File: src/rtl/boothr4_param.sv
`default_nettype none
// ============================================================================
// boothr4_param : radix-4 Booth sequential multiplier, W-bit serial bus I/O
// Rev 1.0
// ============================================================================
module boothr4_param #(
  parameter int W = 8
) (
  input  logic         clk,
  input  logic         rst_b,
  input  logic         beginsig,
  input  logic         locksig,
  input  logic         signed_mode,
  input  logic [W-1:0] inbus,
  output logic [W-1:0] outbus,
  output logic         outvalid,
  output logic         endsig,
  output logic         busy
);

  localparam int K  = W / 2 + 1;
  localparam int CW = $clog2(K);
  localparam logic [CW-1:0] C_LAST = CW'(K - 1);

  typedef enum logic [2:0] {
    S_IDLE   = 3'd0,
    S_LOAD_Q = 3'd1,
    S_RUN    = 3'd2,
    S_OUT_HI = 3'd3,
    S_OUT_LO = 3'd4
  } state_t;

  state_t          r_state;
  logic [W+1:0]    r_m;
  logic            r_sm;
  logic [W+3:0]    r_a;
  logic [W+1:0]    r_q;
  logic            r_q1;
  logic [CW-1:0]   r_cnt;
  logic [W-1:0]    r_outbus;
  logic            r_outvalid;
  logic            r_endsig;
  logic            r_busy;

  logic [W+3:0]    w_m4;
  logic [W+3:0]    w_add;
  logic [W+3:0]    w_sum;
  logic [W+3:0]    w_a_nx;
  logic [W+1:0]    w_q_nx;

  function automatic logic [W+1:0] ext(input logic [W-1:0] v, input logic s);
    ext = {{2{s & v[W-1]}}, v};
  endfunction

  assign w_m4 = {{2{r_m[W+1]}}, r_m};

  always_comb begin
    w_add = '0;
    case ({r_q[1:0], r_q1})
      3'b001, 3'b010: w_add = w_m4;
      3'b011:         w_add = {w_m4[W+2:0], 1'b0};
      3'b100:         w_add = -{w_m4[W+2:0], 1'b0};
      3'b101, 3'b110: w_add = -w_m4;
      default:        w_add = '0;
    endcase
  end

  // Arithmetic shift of {A,Q,q-1} by two after the add; the new high product
  // word {A[W-3:0],Q[W+1:W]} is therefore exactly w_sum[W-1:0].
  assign w_sum  = r_a + w_add;
  assign w_a_nx = {{2{w_sum[W+3]}}, w_sum[W+3:2]};
  assign w_q_nx = {w_sum[1:0], r_q[W+1:2]};

  always_ff @(posedge clk or negedge rst_b) begin
    if (!rst_b) begin
      r_state    <= S_IDLE;
      r_m        <= '0;
      r_sm       <= 1'b0;
      r_a        <= '0;
      r_q        <= '0;
      r_q1       <= 1'b0;
      r_cnt      <= '0;
      r_outbus   <= '0;
      r_outvalid <= 1'b0;
      r_endsig   <= 1'b0;
      r_busy     <= 1'b0;
    end else begin
      case (r_state)
        S_IDLE: if (beginsig && !locksig) begin
          r_m     <= ext(inbus, signed_mode);
          r_sm    <= signed_mode;
          r_busy  <= 1'b1;
          r_state <= S_LOAD_Q;
        end
        S_LOAD_Q: if (!locksig) begin
          r_q     <= ext(inbus, r_sm);
          r_a     <= '0;
          r_q1    <= 1'b0;
          r_cnt   <= '0;
          r_state <= S_RUN;
        end
        S_RUN: if (!locksig) begin
          r_a   <= w_a_nx;
          r_q   <= w_q_nx;
          r_q1  <= r_q[1];
          r_cnt <= r_cnt + CW'(1);
          if (r_cnt == C_LAST) begin
            r_outbus   <= w_sum[W-1:0];
            r_outvalid <= 1'b1;
            r_state    <= S_OUT_HI;
          end
        end
        S_OUT_HI: if (!locksig) begin
          r_outbus <= r_q[W-1:0];
          r_endsig <= 1'b1;
          r_state  <= S_OUT_LO;
        end
        S_OUT_LO: if (!locksig) begin
          r_outbus   <= '0;
          r_outvalid <= 1'b0;
          r_endsig   <= 1'b0;
          r_busy     <= 1'b0;
          r_state    <= S_IDLE;
        end
        default: r_state <= S_IDLE;
      endcase
    end
  end

  assign outbus   = r_outbus;
  assign outvalid = r_outvalid;
  assign endsig   = r_endsig;
  assign busy     = r_busy;

endmodule
`default_nettype wire

File: config.mk
export PLATFORM = sky130hd
export DESIGN_NAME = boothr4_param
export DESIGN_NICKNAME = d
export VERILOG_FILES = /design/src/rtl/boothr4_param.sv
export SDC_FILE = /design/constraint.sdc
export NUM_CORES = 1
export LEC_CHECK = 0
export ABC_AREA = 1
export CAP_MARGIN = 20
export CORE_MARGIN = 2
export CORE_UTILIZATION = 40
export CTS_CLUSTER_SIZE = 30
export DETAILED_ROUTE_END_ITERATION = 8
export GPL_TIMING_DRIVEN = 0
export PLACE_DENSITY = 0.68
export SLEW_MARGIN = 15
export SYNTH_ARGS = -nofsm -noshare
export SYNTH_HDL_FRONTEND = slang
export SYNTH_SLANG_ARGS = --single-unit
File: constraint.sdc
create_clock -name clk -period 6.3 [get_ports clk]
set_input_delay 1.26 -clock clk [delete_from_list [all_inputs] [get_ports clk]]
set_output_delay 1.26 -clock clk [all_outputs]
set_load 0.01 [all_outputs]
[Word-level counts from Yosys, hierarchy flattened]
Cells that the tools add are included.
Storage, ports and cells
  latch bits: 0
  ROM bits: 0
  memories kept: 0
  input bits: 13
  memory bits (writable): 0
  logic and storage cells: 82
  output and inout port bits: 11
  register bits after elaboration: 50
Cells by class
  div/mod/pow operators: 0
  $mul: 0
  equality and inequality tests: 17
  shift operators: 0
  order comparisons: 0
  mux-type cells: 31
  bitwise operators: 2
  reductions and logical operators: 17
  add/subtract/negate cells: 4
Operators with widths (count)
  12-bit one-hot mux with 4 select lines: 1
  8-bit two-way mux: 4
  12-bit two-way mux: 2
  12-bit negator: 2
  12-bit one-hot mux with 2 select lines: 1
  8-bit one-hot mux with 3 select lines: 1
  3-bit two-way mux: 7
  10-bit two-way mux: 2
  10-bit one-hot mux with 2 select lines: 1
  3-bit == test (second input constant): 5
  3-bit one-hot mux with 5 select lines: 1
  12-bit adder: 1
  3-bit by 2-bit == test with 1-bit output (second input constant): 4
  2-bit != test (second input constant): 6
  3-bit AND reduction: 3
  1-bit one-hot mux with 2 select lines: 4
  2-bit nonzero test: 4
  3-bit by 1-bit == test with 1-bit output (second input constant): 2
  1-bit two-way mux: 6
  3-bit one-hot mux with 2 select lines: 1
  6-bit AND reduction: 1
  5-bit AND reduction: 1
  4-bit AND reduction: 1
  2-bit OR reduction: 2
  other kinds (7): 8

[Depth between registers and ports, before layout]
Gate-level depths: netlist of the first run.
  depth in word-level cells: 7
  depth in mapped cells: 18
  depth with buffers taken out: 18

[Worst setup path before layout of the first run]
OpenSTA, ideal clock, no wires.
  path kind: reg2reg
  from: register r_m[1]
  to: register r_a[7]
  setup slack: 3.851 ns
  required time: 6.183 ns
  path buffers: 0
  arrival: 2.331 ns
  setup time: 0.117 ns
  stages on the path, launching flop included: 17
  period minus slack after synthesis: 2.449 ns
  cells stage by stage: dfrtp_1 -> inv_1 -> ha_1 -> nand2_1 -> nor2_1 -> nand3_1 -> xor2_1 -> o221ai_1 -> ha_1 -> nand2_1 -> nor2_1 -> nand2_1 -> nand2_1 -> a21boi_0 -> or2_2 -> nand3_1 -> nand2_1
On the way
  word-level cells in the longest chain between the ends: 5
  elaborated cells between the ends (all ways): 6
  those cells by class: add/sub: 3; mux: 3
Ends and longest elaborated chain
  start, declared: RTL line 34  | logic [W+1:0] r_m;
  start signal, assigned: RTL line 90  | r_m <= ext(inbus, signed_mode);
  12-bit negator, on equally long branches: RTL line 63, 62
  12-bit one-hot mux with 4 select lines *: RTL line 59  | case ({r_q[1:0], r_q1})
  12-bit adder *: RTL line 70  | assign w_sum = r_a + w_add;
  12-bit two-way mux *: RTL line 102  | S_RUN: if (!locksig) begin
  12-bit one-hot mux with 2 select lines *: RTL line 88  | case (r_state)
  end signal, assigned: RTL line 103  | r_a <= w_a_nx;
  end, declared: RTL line 36  | logic [W+3:0] r_a;
Every way passes the cells marked *; elsewhere a longest branch is shown, timed or not. The select of a mux whose other input is x is not followed.
A chain may end at the register's enable or synchronous reset.

[Final worst setup path of the first run]
  from: register r_m[1]
  to: register r_a[8]
The elaborated chain is that of the path after synthesis.

==> impl_metrics.tcl, run 1 <==
set metrics [dict create \
    die_x_um 90.72 \
    synthCells 391 \
    crit_buf_inv 1 \
    slew_headroom 0.6432 \
    yosys-top-cells-area "dfrtp_1 40%, nand2_1 12%, o21ai_0 7.2%" \
    grt_overflow 0 \
    syn_area_mm2 0.003008 \
    grt_max_degree 32 \
    cts_setup_buffers 0 \
    holdBufCountCts 0 \
    async_flop_share 1.000 \
    io_pins 24 \
    final_cell_mix "100 x nand2_1, 48 x dfrtp_1, 45 x inv_1" \
    critPathCaptureType "flip-flop" \
    seq_area_frac_synth 0.3993 \
    synth_cell_types 41 \
    cts_sinks 48 \
    slowest_stage "ha_1" \
    setup_viol_count_final 0 \
    track_usage 0.1831 \
    period_needed_ns 2.921 \
    numCtsBuffers 5 \
    final_util 0.4804 \
    ir_worst_vdd_mv 0.3343 \
    antenna_found_initial 0 \
    dpl.hpwl_um 5627 \
    postSynthAreaPerCell_um2 7.693 \
    dp.cells 514 \
    synth_top_area_share 0.3993 \
    rsz0062_at_grt "no" \
    clock-root-buffer "clkbuf_8" \
    ys_seq_elements 48 \
    port_buffers 23 \
    viasPerCell 5.167 \
    outcome "finished, final reports clean" \
    worst_setup_path_start_kind "flip-flop" \
    antennaDiodeCount 0 \
    crit_path_max_fanout 5 \
    start_util 0.4147 \
    critPathArrivalTime_ns 3.12 \
    cts_resized 0 \
    slew_viol_final 0 \
    crit_type "flip-flop to flip-flop" \
    drtIter0Drc 135 \
    drv_cap 0 \
    wl_per_cell_um 13.69 \
    cts.clk_slew.worst_paths_ns 0.10 \
    critPathRequiredTime_ns 6.50 \
    drc 0 \
    fin_skew_ns 0.01054 \
    rows 31 \
    antenna_left 0 \
    slowest_delay_ns 0.43 \
    cpLargestDelayFamily "simple AND/OR/NAND/NOR gates" \
    area_delta_synth_final_pct 15.85 \
    coreArea_mm2 0.007253 \
    p_leak_uw 0.001679 \
    dieArea_mm2 0.008229 \
    synth_edf_count 0 \
    die_h_um 90.72 \
    hold_path_class "flip-flop to flip-flop" \
    clk-insertion-delay-late_ns 0.30 \
    final_common_cell "nand2_1" \
    stdcell_count 522 \
    crit_path_cell_trace "inv_1 -> ha_1 -> nand2_1 -> nor2_1 -> nand3_1 -> xor2_1 -> o21ai_0 -> a21oi_1 -> o21ai_0 -> ha_1 -> nand2_1 -> nor3_1 -> nand3_1 -> nand4_1 -> a21oi_1 -> o21ai_0 -> nand2_1" \
    fin_tns_setup_ns 0 \
    max_freq_ghz 0.3424 \
    min_period_over_period 0.4636 \
    worst_pin_slew_ns 0.5312 \
    grt_pass1_wl_um 12210 \
    grt_pass1_vias 2642 \
    globalplace.congestion 0.8865 \
    firstDrtPassIters 5 \
    synth_warnings 0 \
    cts_buffer_depth 2 \
    synth_top_cell_by_area "dfrtp_1" \
    hold_violations 0 \
    cellPowerDensity_mw_per_mm2 553.3 \
    synth_nets 419 \
    num_vias 2697 \
    final_layout_size_suffix_gt1_frac 0.07565 \
    cts_tree "yes" \
    nets 450 \
    yosys_most_used_dff "dfrtp_1" \
    wl_um 7148 \
    htree_levels 2 \
]
-- final cells by class --
| class | instances | area, um^2 |
|---|---|---|
| Multi-Input combinational cell | 285 | 1582 |
| Sequential cell | 48 | 1201 |
| Inverter | 53 | 201.4 |
| Timing Repair Buffer | 24 | 245.2 |
| Fill cell | 741 | 3769 |
| Buffer | 5 | 23.77 |
| Clock buffer | 6 | 72.57 |
| Tap cell | 99 | 123.9 |
| Clock inverter | 2 | 35.03 |
-- synth_stat cells (4+ instances only) --
master    number
nor2_1        23
xnor2_1        4
o21ai_0       43
ha_1          14
nand3_1       19
a21oi_1       22
nand2_1      100
nand4_1        5
inv_1         45
dfrtp_1       48
nor2_2         4
o211ai_1       5
o221ai_1       4
xor2_1         7
o22ai_1        8
inv_2          7
-- worst reg2reg max path: stages, from the launching register on --
cell	delay, ns
dfrtp_1	0.37
inv_1	0.14
ha_1	0.20
nand2_1	0.06
nor2_1	0.20
nand3_1	0.12
xor2_1	0.19
o21ai_0	0.10
a21oi_1	0.10
o21ai_0	0.15
ha_1	0.44
nand2_1	0.12
nor3_1	0.20
nand3_1	0.11
nand4_1	0.12
a21oi_1	0.07
o21ai_0	0.07
nand2_1	0.07
-- stage by stage --
| step | power (uW) | worst slack [ns] | hold WS (ns) | area [um^2] |
|---|---|---|---|---|
| 2_1_floorplan | 1376 | 3.851 | 0.4336 | 3008 |
| 3_3_place_gp | 1677 | 2.559 | 0.4491 | 3362 |
| 3_5_place_dp | 1705 | 3.219 | 0.4649 | 3377 |
| 4_1_cts | 1935 | 3.388 | 0.4843 | 3485 |
| 5_1_grt | 2126 | 3.122 | 0.4975 | 3485 |
| 6_report | 1928 | 3.379 | 0.4870 | 3485 |
-- path summary, 6_finish.rpt --
path	start	end	slack, ns	cells past startpoint
max	r_m[1]	r_a[8]	3.38	17
min	r_cnt[2]	r_cnt[2]	0.49	1
max reg2reg	r_m[1]	r_a[8]	3.38	17
min reg2reg	r_cnt[2]	r_cnt[2]	0.49	1
max in group asynchronous	rst_b	r_q[2]	4.91	2
min in group asynchronous	rst_b	endsig	0.88	1
-- sequential cells by signal (all words and copies together), names as in the netlist --
signal,count
r_a,10
r_q,10
r_m,9
outbus,8
r_cnt,3
r_state,3
busy,1
endsig,1
outvalid,1
r_q1,1
r_sm,1
-- power by group --
part,internal [uW],switching [uW]
Clock,118,103
Sequential,440,98.0
Combinational,446,723
-- layer usage --
layer | GRT usage | part of all wire
met1 | 0.2418 | 0.48
met2 | 0.2973 | 0.47
met3 | 0.03172 | 0.029
met4 | 0.07436 | 0.020
met5 | 0 | 0
-- kinds of logic (layout without fill, tap and decap cells) --
group,after synthesis,count (layout),share of synthesized area
AND/OR/NAND/NOR,164,164,0.2458
AO/OA/AOI/OAI,95,95,0.1830
flip-flops,48,48,0.3993
adder cells (fa/ha/maj),15,15,0.06489
XOR/XNOR,11,11,0.03203
buffers and inverters,58,90,0.07487
Note: power is estimated with default switching activity, not from simulation.
==> inputs of run 2 (changes only) <==
--- a/config.mk
+++ b/config.mk
@@ -12,7 +12,7 @@
 export CTS_CLUSTER_SIZE = 30
 export DETAILED_ROUTE_END_ITERATION = 8
 export GPL_TIMING_DRIVEN = 0
-export PLACE_DENSITY = 0.68
+export PLACE_DENSITY = 0.71
 export SLEW_MARGIN = 15
 export SYNTH_ARGS = -nofsm -noshare
 export SYNTH_HDL_FRONTEND = slang
==> constraint.sdc (replaced) <==
create_clock -name clk -period 2.62 [get_ports clk]
set_input_delay 0.524 -clock clk [delete_from_list [all_inputs] [get_ports clk]]
set_output_delay 0.524 -clock clk [all_outputs]
set_load 0.01 [all_outputs]
==> run 2 against run 1 <==
Effect of this change: cell count rose by 3.3%; final area up 7.2%; register-to-register slack lost 3.3 ns; clock skew shrank 0.0023 ns; clock power up 140%; sequential cell count did not move; sequential share of layout area shrank 2.3 points; worst hold slack worse by 0.35 ns; global-route usage is 0.19 points higher; wire length up 4.6%; die area unchanged; critical endpoint is now r_a[7]; largest cell class unchanged.
==> impl_metrics.tcl, run 2 (synthesized netlist as in run 1, its figures left out) <==
set metrics [dict create \
    start_util 0.4147 \
    crit_path_cell_trace "inv_2 -> ha_4 -> nand2_2 -> nor2_4 -> xor2_1 -> a21oi_1 -> o21ai_0 -> ha_1 -> nand2_1 -> nor2_1 -> nand2_1 -> nand2_2 -> a21boi_1 -> or2_2 -> nand3_1 -> nand2_1" \
    cts_buffer_depth 2 \
    critPathRequiredTime_ns 2.82 \
    wl_per_cell_um 13.87 \
    critPathArrivalTime_ns 2.79 \
    final_layout_size_suffix_gt1_frac 0.1773 \
    p_leak_uw 0.001779 \
    worst_pin_slew_ns 0.5298 \
    ff2ff_path_depth 16 \
    io_pins 24 \
    nets 467 \
    antennaDiodeCount 0 \
    rows 31 \
    holdBufCountCts 0 \
    firstDrtPassIters 5 \
    grt_use_met3 0.03172 \
    rr_endpoint "r_a[7]" \
    port_buffers 23 \
    dpl_cell_area_mm2 0.003377 \
    multi_input_area_mm2 0.001702 \
    cts_tree "yes" \
    slew_headroom 0.6441 \
    antenna_found_initial 0 \
    final_common_cell "nand2_1" \
    crit_path_start "r_m[1]" \
    globalplace.congestion 0.9546 \
    drc 0 \
    slowest_delay_ns 0.39 \
    numCtsBuffers 5 \
    dieArea_mm2 0.008229 \
    crit_top_cell "nand2_1" \
    hold_path_class "input pin to asynchronous set/reset pin" \
    max_freq_ghz 0.3861 \
    final_util 0.5151 \
    crit_path_max_fanout 5 \
    use_met2 0.3072 \
    seq_area_mm2 0.001201 \
    clock-root-buffer "clkbuf_8" \
    slowest_stage "dfrtp_1" \
    cellPowerDensity_mw_per_mm2 1413 \
    cts_sinks 48 \
    cpLargestDelayFamily "simple AND/OR/NAND/NOR gates" \
    track_usage 0.1849 \
    critPathCaptureType "flip-flop" \
    crit_buf_inv 1 \
    final_cell_mix "95 x nand2_1, 48 x dfrtp_1, 38 x inv_1, 38 x o21ai_0, 22 x clkdlybuf4s50_1" \
    cts.clk_slew.worst_paths_ns 0.09 \
    viasPerCell 5.276 \
    wl_um 7474 \
    grt_max_degree 34 \
    drv_cap 0 \
    drtIter0Drc 172 \
    slew_viol_final 0 \
    clk-insertion-delay-late_ns 0.30 \
    dpl.hpwl_um 5512 \
    crit_type "flip-flop to flip-flop" \
    reg2reg_setup_slack_ns 0.03 \
    stdcell_area_mm2 0.003736 \
    rsz0062_at_grt "yes" \
    ir_worst_vdd_mv 0.6952 \
    hold_violations 0 \
    grt_overflow 0 \
    rr_startpoint "r_m[1]" \
    die_h_um 90.72 \
    use_met1 0.2377 \
    period_needed_ns 2.590 \
    area_delta_synth_final_pct 24.21 \
    die_x_um 90.72 \
    fin_skew_ns 0.008207 \
    coreArea_mm2 0.007253 \
    crit_end "r_a[7]" \
    htree_levels 2 \
    setup_viol_count_final 0 \
    outcome "finished, final reports clean" \
    path_depth 16 \
    gr-max-usage-layer "met2" \
    reg_top3 "r_a x10, r_q x10, r_m x9" \
    fill_cells 679 \
    min_period_over_period 0.9886 \
    grt_pass1_vias 2721 \
    grt_pass1_wl_um 12480 \
    num_vias 2844 \
    worst_setup_path_start_kind "flip-flop" \
    antenna_left 0 \
]
[run 2: stage by stage]
step | worst slack [ns] | power [uW] | hold slack [ns] | setup TNS [ns] | cells
after CTS | 0.006322 | 4808 | 0.1434 | 0 | 526
after floorplan | 0.1713 | 3308 | 0.2284 | 0 | 391
after global placement | -0.3393 | 4014 | 0.4457 | -16.54 | 513
after detailed placement | -0.1953 | 4072 | 0.4572 | -0.7478 | 514
final | 0.02985 | 5280 | 0.1366 | 0 | 539
after global routing | -0.2282 | 5765 | 0.1635 | -0.7036 | 539
[run 2: worst register-to-register path, cell delays in order (launching register included)]
cell and delay [ns]:
dfrtp_1 0.39, inv_2 0.12, ha_4 0.16, nand2_2 0.07, nor2_4 0.13, xor2_1 0.10
a21oi_1 0.15, o21ai_0 0.11, ha_1 0.36, nand2_1 0.11, nor2_1 0.11, nand2_1 0.07
nand2_2 0.12, a21boi_1 0.09, or2_2 0.28, nand3_1 0.07, nand2_1 0.05
[run 2: power breakdown]
part / total (uW) / leakage (uW) / internal [uW] / switching [uW]
Sequential: 1310 / 0.000603 / 1060 / 250
Combinational: 3440 / 0.00112 / 1450 / 1990
Clock: 535 / 0.0000552 / 284 / 251
Total: 5280 / 0.00178 / 2790 / 2490
[run 2: worst min-delay path by stage]
stage | endpoint | from | slack (ns) | depth (start not counted)
2_1_floorplan | busy | rst_b | 0.23 | 0
3_3_place_gp | r_cnt[2] | r_cnt[2] | 0.45 | 1
3_5_place_dp | r_cnt[2] | r_cnt[2] | 0.46 | 1
4_1_cts | busy | rst_b | 0.14 | 1
5_1_grt | busy | rst_b | 0.16 | 1
6_report | busy | rst_b | 0.14 | 1
[run 2: layout make-up]
| cell class | instances | share of cell area |
|---|---|---|
| plain buffers | 5 | 0.006363 |
| clock buffers | 6 | 0.01942 |
| clock inverters | 2 | 0.009377 |
| inverters | 53 | 0.05392 |
| multi-input cells | 285 | 0.4555 |
| flip-flops and latches | 48 | 0.3215 |
| well taps | 99 | 0.03315 |
| repair buffers | 41 | 0.1008 |
[run 2: layer usage]
layer	vias to the layer above	part of all wire
met5	-	0
met4	0	0.024
met3	16	0.043
met2	82	0.50
met1	1346	0.44
li1	1400	-
[run 2: what timing repair did]
action                     in CTS  in global routing
pin swaps                       6                 11
setup buffers                   4                 13
resized for setup              15                 28
setup endpoints to repair       8                 11
